===== config.mk =====
export PLATFORM = sky130hd
export DESIGN_NAME = pipe_stage_reg
export DESIGN_NICKNAME = d
export VERILOG_FILES = /design/src/rtl/pipe_pkg.sv /design/src/rtl/pipe_entry_reg.sv /design/src/rtl/pipe_stage_reg.sv
export SDC_FILE = /design/constraint.sdc
export NUM_CORES = 1
export LEC_CHECK = 0
export CORE_MARGIN = 1.5
export CORE_UTILIZATION = 28
export CTS_CLUSTER_DIAMETER = 200
export DETAILED_ROUTE_END_ITERATION = 10
export DONT_BUFFER_PORTS = 1
export PLACE_DENSITY = 0.51
export SYNTH_ARGS = -nofsm -noshare
export SYNTH_HDL_FRONTEND = slang
export SYNTH_SLANG_ARGS = --single-unit

===== constraint.sdc =====
create_clock -name clk -period 14.25 [get_ports clk]
set_clock_uncertainty 0.2 [all_clocks]
set_input_delay 0.7125 -clock clk [delete_from_list [all_inputs] [get_ports clk]]
set_output_delay 0.7125 -clock clk [all_outputs]
set_load 0.05 [all_outputs]

===== src/rtl/pipe_pkg.sv =====
// pipe_pkg: shared definitions for the pipeline stage register.
//   - ST_*           : 2-bit state encoding of the skid buffer (EMPTY/ONE/TWO)
//   - TNEW_MAX_DEF   : Tnew shown by an empty stage (default width 3)
//   - NOP_INSTR_DEF  : instruction word shown by an empty stage
//   - tnew_sat_dec() : Tnew decrement that saturates at zero
package pipe_pkg;

  localparam logic [1:0] ST_EMPTY = 2'd0;
  localparam logic [1:0] ST_ONE   = 2'd1;
  localparam logic [1:0] ST_TWO   = 2'd2;

  localparam logic [2:0]  TNEW_MAX_DEF  = 3'd7;
  localparam logic [31:0] NOP_INSTR_DEF = 32'h0000_0000;

  // Widest Tnew field the helper handles; callers cast to/from their width.
  localparam int TNEW_W_LIMIT = 8;

  function automatic logic [TNEW_W_LIMIT-1:0] tnew_sat_dec(
    input logic [TNEW_W_LIMIT-1:0] t
  );
    return (t == '0) ? '0 : t - 1'b1;
  endfunction

endpackage


===== src/rtl/pipe_entry_reg.sv =====
// pipe_entry_reg: one {instr, pc, data, tnew} pipeline entry.
//   clk     : clock
//   load_i  : capture the *_i fields at the rising edge
//   instr_i, pc_i, data_i, tnew_i : entry contents to capture
//   instr_o, pc_o, data_o, tnew_o : currently held contents
// Payload is deliberately not reset; validity is tracked by the owner.
module pipe_entry_reg #(
  parameter int DATA_W = 32,
  parameter int TNEW_W = 3
) (
  input  logic              clk,
  input  logic              load_i,
  input  logic [31:0]       instr_i,
  input  logic [31:0]       pc_i,
  input  logic [DATA_W-1:0] data_i,
  input  logic [TNEW_W-1:0] tnew_i,
  output logic [31:0]       instr_o,
  output logic [31:0]       pc_o,
  output logic [DATA_W-1:0] data_o,
  output logic [TNEW_W-1:0] tnew_o
);

  logic [31:0]       instr_q;
  logic [31:0]       pc_q;
  logic [DATA_W-1:0] data_q;
  logic [TNEW_W-1:0] tnew_q;

  always_ff @(posedge clk) begin
    if (load_i) begin
      instr_q <= instr_i;
      pc_q    <= pc_i;
      data_q  <= data_i;
      tnew_q  <= tnew_i;
    end
  end

  assign instr_o = instr_q;
  assign pc_o    = pc_q;
  assign data_o  = data_q;
  assign tnew_o  = tnew_q;

endmodule


===== src/rtl/pipe_stage_reg.sv =====
// pipe_stage_reg: 2-entry skid-buffer pipeline register, 1-cycle latency.
//   clk, reset (async, active low), flush (sync kill of all entries)
//   in_valid/in_ready  : upstream handshake (in_ready is registered)
//   in_instr, in_pc, in_data, in_tnew : incoming instruction fields
//   out_valid/out_ready: downstream handshake
//   out_instr, out_pc, out_data, out_tnew : head entry; NOP_INSTR/TNEW_MAX
//                        are shown on instr/tnew while the stage is empty
// Incoming Tnew is decremented (saturating at 0) once, on capture.
module pipe_stage_reg
  import pipe_pkg::*;
#(
  parameter int                 DATA_W    = 32,
  parameter int                 TNEW_W    = 3,
  parameter logic [TNEW_W-1:0]  TNEW_MAX  = TNEW_W'(TNEW_MAX_DEF),
  parameter logic [31:0]        NOP_INSTR = NOP_INSTR_DEF
) (
  input  logic              clk,
  input  logic              reset,
  input  logic              flush,
  input  logic              in_valid,
  output logic              in_ready,
  input  logic [31:0]       in_instr,
  input  logic [31:0]       in_pc,
  input  logic [DATA_W-1:0] in_data,
  input  logic [TNEW_W-1:0] in_tnew,
  output logic              out_valid,
  input  logic              out_ready,
  output logic [31:0]       out_instr,
  output logic [31:0]       out_pc,
  output logic [DATA_W-1:0] out_data,
  output logic [TNEW_W-1:0] out_tnew
);

  logic [1:0] state_q, state_d;
  logic       in_ready_q;
  logic       in_xfer, out_xfer, valid_w;
  logic       head_load, skid_load, head_from_skid;

  logic [TNEW_W-1:0] tnew_cap;

  logic [31:0]       head_instr_d, head_pc_d, head_instr, head_pc;
  logic [DATA_W-1:0] head_data_d, head_data;
  logic [TNEW_W-1:0] head_tnew_d, head_tnew;
  logic [31:0]       skid_instr, skid_pc;
  logic [DATA_W-1:0] skid_data;
  logic [TNEW_W-1:0] skid_tnew;

  assign valid_w  = (state_q != ST_EMPTY);
  assign in_xfer  = in_valid & in_ready_q & ~flush;   // flushed input is dropped
  assign out_xfer = valid_w & out_ready;
  assign tnew_cap = TNEW_W'(tnew_sat_dec(TNEW_W_LIMIT'(in_tnew)));

  always_comb begin
    state_d        = state_q;
    head_load      = 1'b0;
    skid_load      = 1'b0;
    head_from_skid = 1'b0;
    if (flush) begin
      state_d = ST_EMPTY;
    end else begin
      case (state_q)
        ST_EMPTY: begin
          if (in_xfer) begin
            state_d   = ST_ONE;
            head_load = 1'b1;
          end
        end
        ST_ONE: begin
          if (in_xfer && out_xfer) begin
            head_load = 1'b1;          // new entry replaces the departing head
          end else if (in_xfer) begin
            state_d   = ST_TWO;
            skid_load = 1'b1;
          end else if (out_xfer) begin
            state_d = ST_EMPTY;
          end
        end
        ST_TWO: begin
          // in_ready is low here, so only the output side can move.
          if (out_xfer) begin
            state_d        = ST_ONE;
            head_load      = 1'b1;
            head_from_skid = 1'b1;
          end
        end
        default: state_d = ST_EMPTY;
      endcase
    end
  end

  always_ff @(posedge clk or negedge reset) begin
    if (!reset) begin
      state_q    <= ST_EMPTY;
      in_ready_q <= 1'b1;
    end else begin
      state_q    <= state_d;
      // Registered ready: derived from the state we are about to enter.
      in_ready_q <= (state_d != ST_TWO);
    end
  end

  // Promotion copies the skid entry verbatim so its Tnew is not decremented twice.
  assign head_instr_d = head_from_skid ? skid_instr : in_instr;
  assign head_pc_d    = head_from_skid ? skid_pc    : in_pc;
  assign head_data_d  = head_from_skid ? skid_data  : in_data;
  assign head_tnew_d  = head_from_skid ? skid_tnew  : tnew_cap;

  pipe_entry_reg #(.DATA_W(DATA_W), .TNEW_W(TNEW_W)) u_head (
    .clk     (clk),
    .load_i  (head_load),
    .instr_i (head_instr_d),
    .pc_i    (head_pc_d),
    .data_i  (head_data_d),
    .tnew_i  (head_tnew_d),
    .instr_o (head_instr),
    .pc_o    (head_pc),
    .data_o  (head_data),
    .tnew_o  (head_tnew)
  );

  pipe_entry_reg #(.DATA_W(DATA_W), .TNEW_W(TNEW_W)) u_skid (
    .clk     (clk),
    .load_i  (skid_load),
    .instr_i (in_instr),
    .pc_i    (in_pc),
    .data_i  (in_data),
    .tnew_i  (tnew_cap),
    .instr_o (skid_instr),
    .pc_o    (skid_pc),
    .data_o  (skid_data),
    .tnew_o  (skid_tnew)
  );

  assign in_ready  = in_ready_q;
  assign out_valid = valid_w;
  assign out_instr = valid_w ? head_instr : NOP_INSTR;
  assign out_tnew  = valid_w ? head_tnew  : TNEW_MAX;
  assign out_pc    = head_pc;
  assign out_data  = head_data;

endmodule


# --- Word level (Yosys, flattened, before mapping) ---
# Cells that the tools add are included.
classes:
  addsub: 1
  mul: 0
  n_div: 0
  order_cmp: 0
  n_eq_ne: 3
  shifts: 0
  n_mux: 24
  bitwise: 4
  reduce_logical: 4
op_table:
  columns: ["op", "count"]
  rows:
  - ["$mux W32", 4]
  - ["$mux W2", 6]
  - ["$mux W1", 9]
  - ["$mux W3", 3]
  - ["$pmux W2 S3", 1]
  - ["$and A1 B1 Y1", 3]
  - ["$logic_not A3 Y1", 1]
  - ["$pmux W1 S3", 1]
  - ["$sub A3 B1 Y3 const B", 1]
  - ["$eq A2 B1 Y1 const B", 1]
  - ["$eq A2 B2 Y1 const B", 1]
  - ["$logic_not A2 Y1", 1]
  - ["$ne A2 B2 Y1 const B", 1]
  - ["$reduce_bool A2 Y1", 1]
  - ["$logic_and A1 B1 Y1", 1]
  - ["$not A1 Y1", 1]
totals:
  regBits: 201
  latchBits: 0
  mem_bits_rw: 0
  rom_bits: 0
  out_inout_bits: 101
  memories: 0

# --- Logic depth before layout (Yosys ltp) ---
logic_depth:
  depth_word: 8
  mapped_depth: 6
  ltp_nobuf: 5

# --- By module ---
# Synthesis repeated with hierarchy kept, for this count alone.
hier_totals:
  cells_unflattened: 586
  hier_area_um2: 7687.4
by_module_without_submodules:
  columns: ["mod", "instances", "cells_each", "area_each_um2"]
  rows:
  - ["pipe_entry_reg", 2, 99, 2972.9]
  - ["pipe_stage_reg", 1, 388, 1741.7]

# --- Least setup slack after synthesis ---
# No wires, ideal clock.
synth_timing:
  kind: "register -> register"
  start: "register in_ready_q (netlist: in_ready)"
  end: "register u_head.data_q[0] (netlist: u_head.data_o[0]), enable pin"
  setup_time_ps: 590
  arrival_time_ps: 5779
  required_time_ps: 13460
  setup_slack_ps: 7681
  path_stages_with_launch: 4
  path_buffers: 0
  path_cell_list: "dfstp_2 > and3b_1 > o21ai_0 > a21oi_1"
synth_via:
  elab_chain_len: 6
  elab_cells_between_ends: 7
  cone_classes: "4 x mux; 2 x bitwise; 1 x reduce/logical"
synth_lines:
  columns: ["element", "line_no", "text"]
  rows:
  - ["start: declaration", "pipe_stage_reg.sv:35", "logic in_ready_q;"]
  - ["start signal: assignment", "pipe_stage_reg.sv:98", "in_ready_q <= (state_d != ST_TWO);"]
  - ["$and A1 B1 Y1 (*) (2 in series)", "pipe_stage_reg.sv:49", "assign in_xfer = in_valid & in_ready_q & ~flush;"]
  - ["$logic_and A1 B1 Y1", "pipe_stage_reg.sv:69", "if (in_xfer && out_xfer) begin"]
  - ["$mux W1", "pipe_stage_reg.sv:69", null]
  - ["$pmux W1 S3 (*)", "pipe_stage_reg.sv:61", "case (state_q)"]
  - ["$mux W1 (*)", "pipe_stage_reg.sv:58", "if (flush) begin"]
  - ["via head_load", "pipe_stage_reg.sv:37", "logic head_load, skid_load, head_from_skid;"]
  - ["end signal: assignment", "pipe_entry_reg.sv:32", "data_q <= data_i;"]
  - ["end: declaration", "pipe_entry_reg.sv:25", "logic [DATA_W-1:0] data_q;"]
# Mark *: on every way through the listed nets, which the timed path passes. The rest lies on a longest branch.
# A chain may end at the register's enable or synchronous reset.

# --- Final worst setup path ---
layout_timing:
  start: "register in_ready_q (netlist: in_ready)"
  end: "register u_head.instr_q[6] (netlist: u_head.instr_o[6]), enable pin"
layout_via:
  elab_chain_len: 6
  elab_cells_between_ends: 7
  cone_classes: "4 x mux; 2 x bitwise; 1 x reduce/logical"
layout_lines:
  columns: ["element", "line_no", "text"]
  rows:
  - ["$and A1 B1 Y1 (*) (2 in series)", "pipe_stage_reg.sv:49", null]
  - ["$logic_and A1 B1 Y1", "pipe_stage_reg.sv:69", null]
  - ["$mux W1", "pipe_stage_reg.sv:69", null]
  - ["$pmux W1 S3 (*)", "pipe_stage_reg.sv:61", null]
  - ["$mux W1 (*)", "pipe_stage_reg.sv:58", null]
  - ["via head_load", "pipe_stage_reg.sv:37", null]
  - ["end signal: assignment", "pipe_entry_reg.sv:30", "instr_q <= instr_i;"]
  - ["end: declaration", "pipe_entry_reg.sv:23", "logic [31:0] instr_q;"]
# Marks and branches as above.

==> impl_metrics.csv <==
group,metric,value,unit
critical_path,critical_path_class,"reg -> reg",
sta,period_minus_slack,3.18,ns
sta,min_period_over_period,0.223,
sta,setup_tns,0,ns
logic_synthesis,syn_inst,585,
finish,instances_no_fill,951,
routing,via_per_inst,4.33,
critical_path,cp_max_fo,64,
grt,globalRouteOverflowTotal,0,
outcome,status,"complete, no violations",
routing,route.detailed.drc,0,
critical_path,cp_slowest_cell,"buf_4",
logic_synthesis,yosysWarnings,0,
clock_tree,cts_hold_buf,1,
grt,grt_pass1_wl,25300,µm
clock_tree,post_cts_buffers,0,
clock_tree,post_cts_resized,0,
sta,worst_pin_slew,1.15,ns
sta,setup_viol,0,
grt,grt_max_degree,101,
clock_tree,cts_buffers,23,
clock_tree,clk_latency,0.50,ns
finish,drive_above_1_share,0.0724,
floorplanning,coreArea,27000,µm²
sta,drv_slew,0,
floorplanning,start_util,0.286,
power_and_ir_drop,leakage,3.32,nW
place,dpl.cell_count,907,
critical_path,start_kind,"flip-flop",
power_and_ir_drop,powerDensity,158,nW/µm²
logic_synthesis,synthArstFlopShare,0.0149,
logic_synthesis,netlist_area,7700,µm²
power_and_ir_drop,power,1.39,mW
floorplanning,die_area,28500,µm²
critical_path,cpMostUsedCell,"buf_4",
grt,grt_usage,0.115,
critical_path,cp-end-kind,"flip-flop",
routing,drtIter0Drc,281,
sta,slew_headroom,0.233,
routing,drt-pass1-iter-count,4,
logic_synthesis,ys_types,25,
clock_tree,clock_sinks,201,
finish,fin_nets,698,
logic_synthesis,syn_area_per_cell,13.2,µm²
critical_path,worstPathRequired,14.17,ns
place,portBuffers,0,
logic_synthesis,synth_edf_count,198,
floorplanning,io_pins,205,
floorplanning,rows,60,
clock_tree,cts_tree,"yes",
finish,final_cell_mix,"nand2_1, edfxtp_1, clkbuf_16, and2b_1, nor2b_1",
logic_synthesis,syn_nets,691,
worst_hold_path,min_path_type,"in -> reg",
floorplanning,die_h,169,µm
routing,vias,4114,
critical_path,worstPathArrival,3.10,ns
finish,utilization,0.327,
critical_path,r2r_setup_slack,11.07,ns
routing,wl,16700,µm
clock_tree,cts_htree_levels,1,
run,cap_viol_max_count,0,
clock_tree,path_clk_slew,0.06,ns
logic_synthesis,synth_ff_type,"edfxtp_1",
clock_tree,cts-root-buf,"clkbuf_16",
sta,grt_setup_unrepaired,"false",
clock_tree,cts_buffer_depth,3,
logic_synthesis,synth-seq-cells,201,
power_and_ir_drop,vdd_drop_max,0.0797,mV
place,dp_hpwl,10100,µm
critical_path,crit_chain,"and3b_1, o21ai_0, a21oi_4, buf_4, buf_4",
place,globalplace.congestion,0.790,
sta,fmax,0.314,GHz
routing,wl_per_cell,17.5,µm
routing,drtAntennaViolNets,0,
critical_path,cp_slowest_stage_delay,0.79,ns
finish,area_growth,14.4,%
grt,grt_antenna_before_repair,1,
sta,hold_viol,0,
finish,final_common_cell,"nand2_1",
floorplanning,die_w,169,µm
grt,grt_pass1_vias,4089,
logic_synthesis,yosysSeqAreaShare,0.782,
[cell usage after synthesis (2+ instances only)]
cell        n  area (µm²)
nand2_1   299        1120
inv_1       4        15.0
clkbuf_1    4        15.0
a31oi_1     2        12.5
edfxtp_1  198        5950
or2_2       4        25.0
nor2_1      5        18.8
ha_1        2        25.0
and2b_1    22         165
dfrtp_1     2        50.1
buf_2      17        85.1
buf_6       3        33.8
nor2b_1    11        68.8
[final timing paths]
path	startpoint	end	cells past startpoint
worst max-delay path	in_ready$_DFF_PN1_	u_head.instr_o[6]$_DFFE_PP_	5
worst min-delay path	in_instr[25]	u_skid.instr_o[25]$_DFFE_PP_	0
max in group asynchronous	reset	in_ready$_DFF_PN1_	1
worst max register to register	in_ready$_DFF_PN1_	u_head.instr_o[6]$_DFFE_PP_	5
min in group asynchronous	reset	state_q[1]$_DFF_PN0_	1
worst min register to register	u_skid.data_o[31]$_DFFE_PP_	u_head.data_o[31]$_DFFE_PP_	2
[metrics by stage]
| step | hold slack, ns | setup slack (ns) | area [µm²] |
|---|---|---|---|
| floorplan | 0.217 | 7.68 | 7700 |
| global placement | 0.217 | 11.14 | 8070 |
| detailed placement | 0.217 | 11.03 | 8070 |
| CTS | 0.0684 | 10.99 | 8800 |
| global route | 0.0743 | 10.90 | 8800 |
| finish | 0.101 | 11.07 | 8800 |
[cell type report]
type	count	area, µm²
fillers	2645	18100
flip-flops and latches	201	6020
multi-input cells	355	1560
clock buffers	27	591
well taps	341	427
clock inverters	14	133
repair buffers	7	55.1
inverters	4	15.0
diodes	2	5.00
[cells by family after synthesis]
kind of cell             after synthesis  share of synthesized area
buffers and inverters                 29                     0.0203
flip-flops                           201                      0.782
AO/OA/AOI/OAI                          6                    0.00488
multiplexers                           1                    0.00130
adder cells (fa/ha/maj)                2                    0.00325
AND/OR/NAND/NOR                      346                      0.188
[worst max-delay path: cells and delay by family, from the launching register on]
| family | cells | cell delay [ns] |
|---|---|---|
| flip-flops | 1 | 0.71 |
| buffers and inverters | 2 | 1.22 |
| AO/OA/AOI/OAI | 2 | 0.33 |
| AND/OR/NAND/NOR | 1 | 0.27 |
[state kept, by name (all words and copies together), names as in the netlist]
signal / cells
in_ready: 1
state_q: 2
u_head.data_o: 32
u_head.instr_o: 32
u_head.pc_o: 32
u_head.tnew_o: 3
u_skid.data_o: 32
u_skid.instr_o: 32
u_skid.pc_o: 32
u_skid.tnew_o: 3
[where the power goes]
group	internal [mW]	total, mW	leakage [nW]	switching (mW)
sequential	0.682	0.731	1.86	0.0491
combinational	0.0168	0.0847	1.11	0.0679
clock	0.347	0.572	0.350	0.225
[routing by layer]
layer  track usage  share of wire  wire length (µm)  vias to the layer above
li1              -              -                 -                     1981
met4        0.0547          0.042               693                        0
met5             0              0                 0                        -
met1         0.139           0.40              6620                     1933
met2         0.186           0.48              7990                      156
met3        0.0362          0.082              1370                       44
Note: power is estimated with default switching activity, not from simulation.
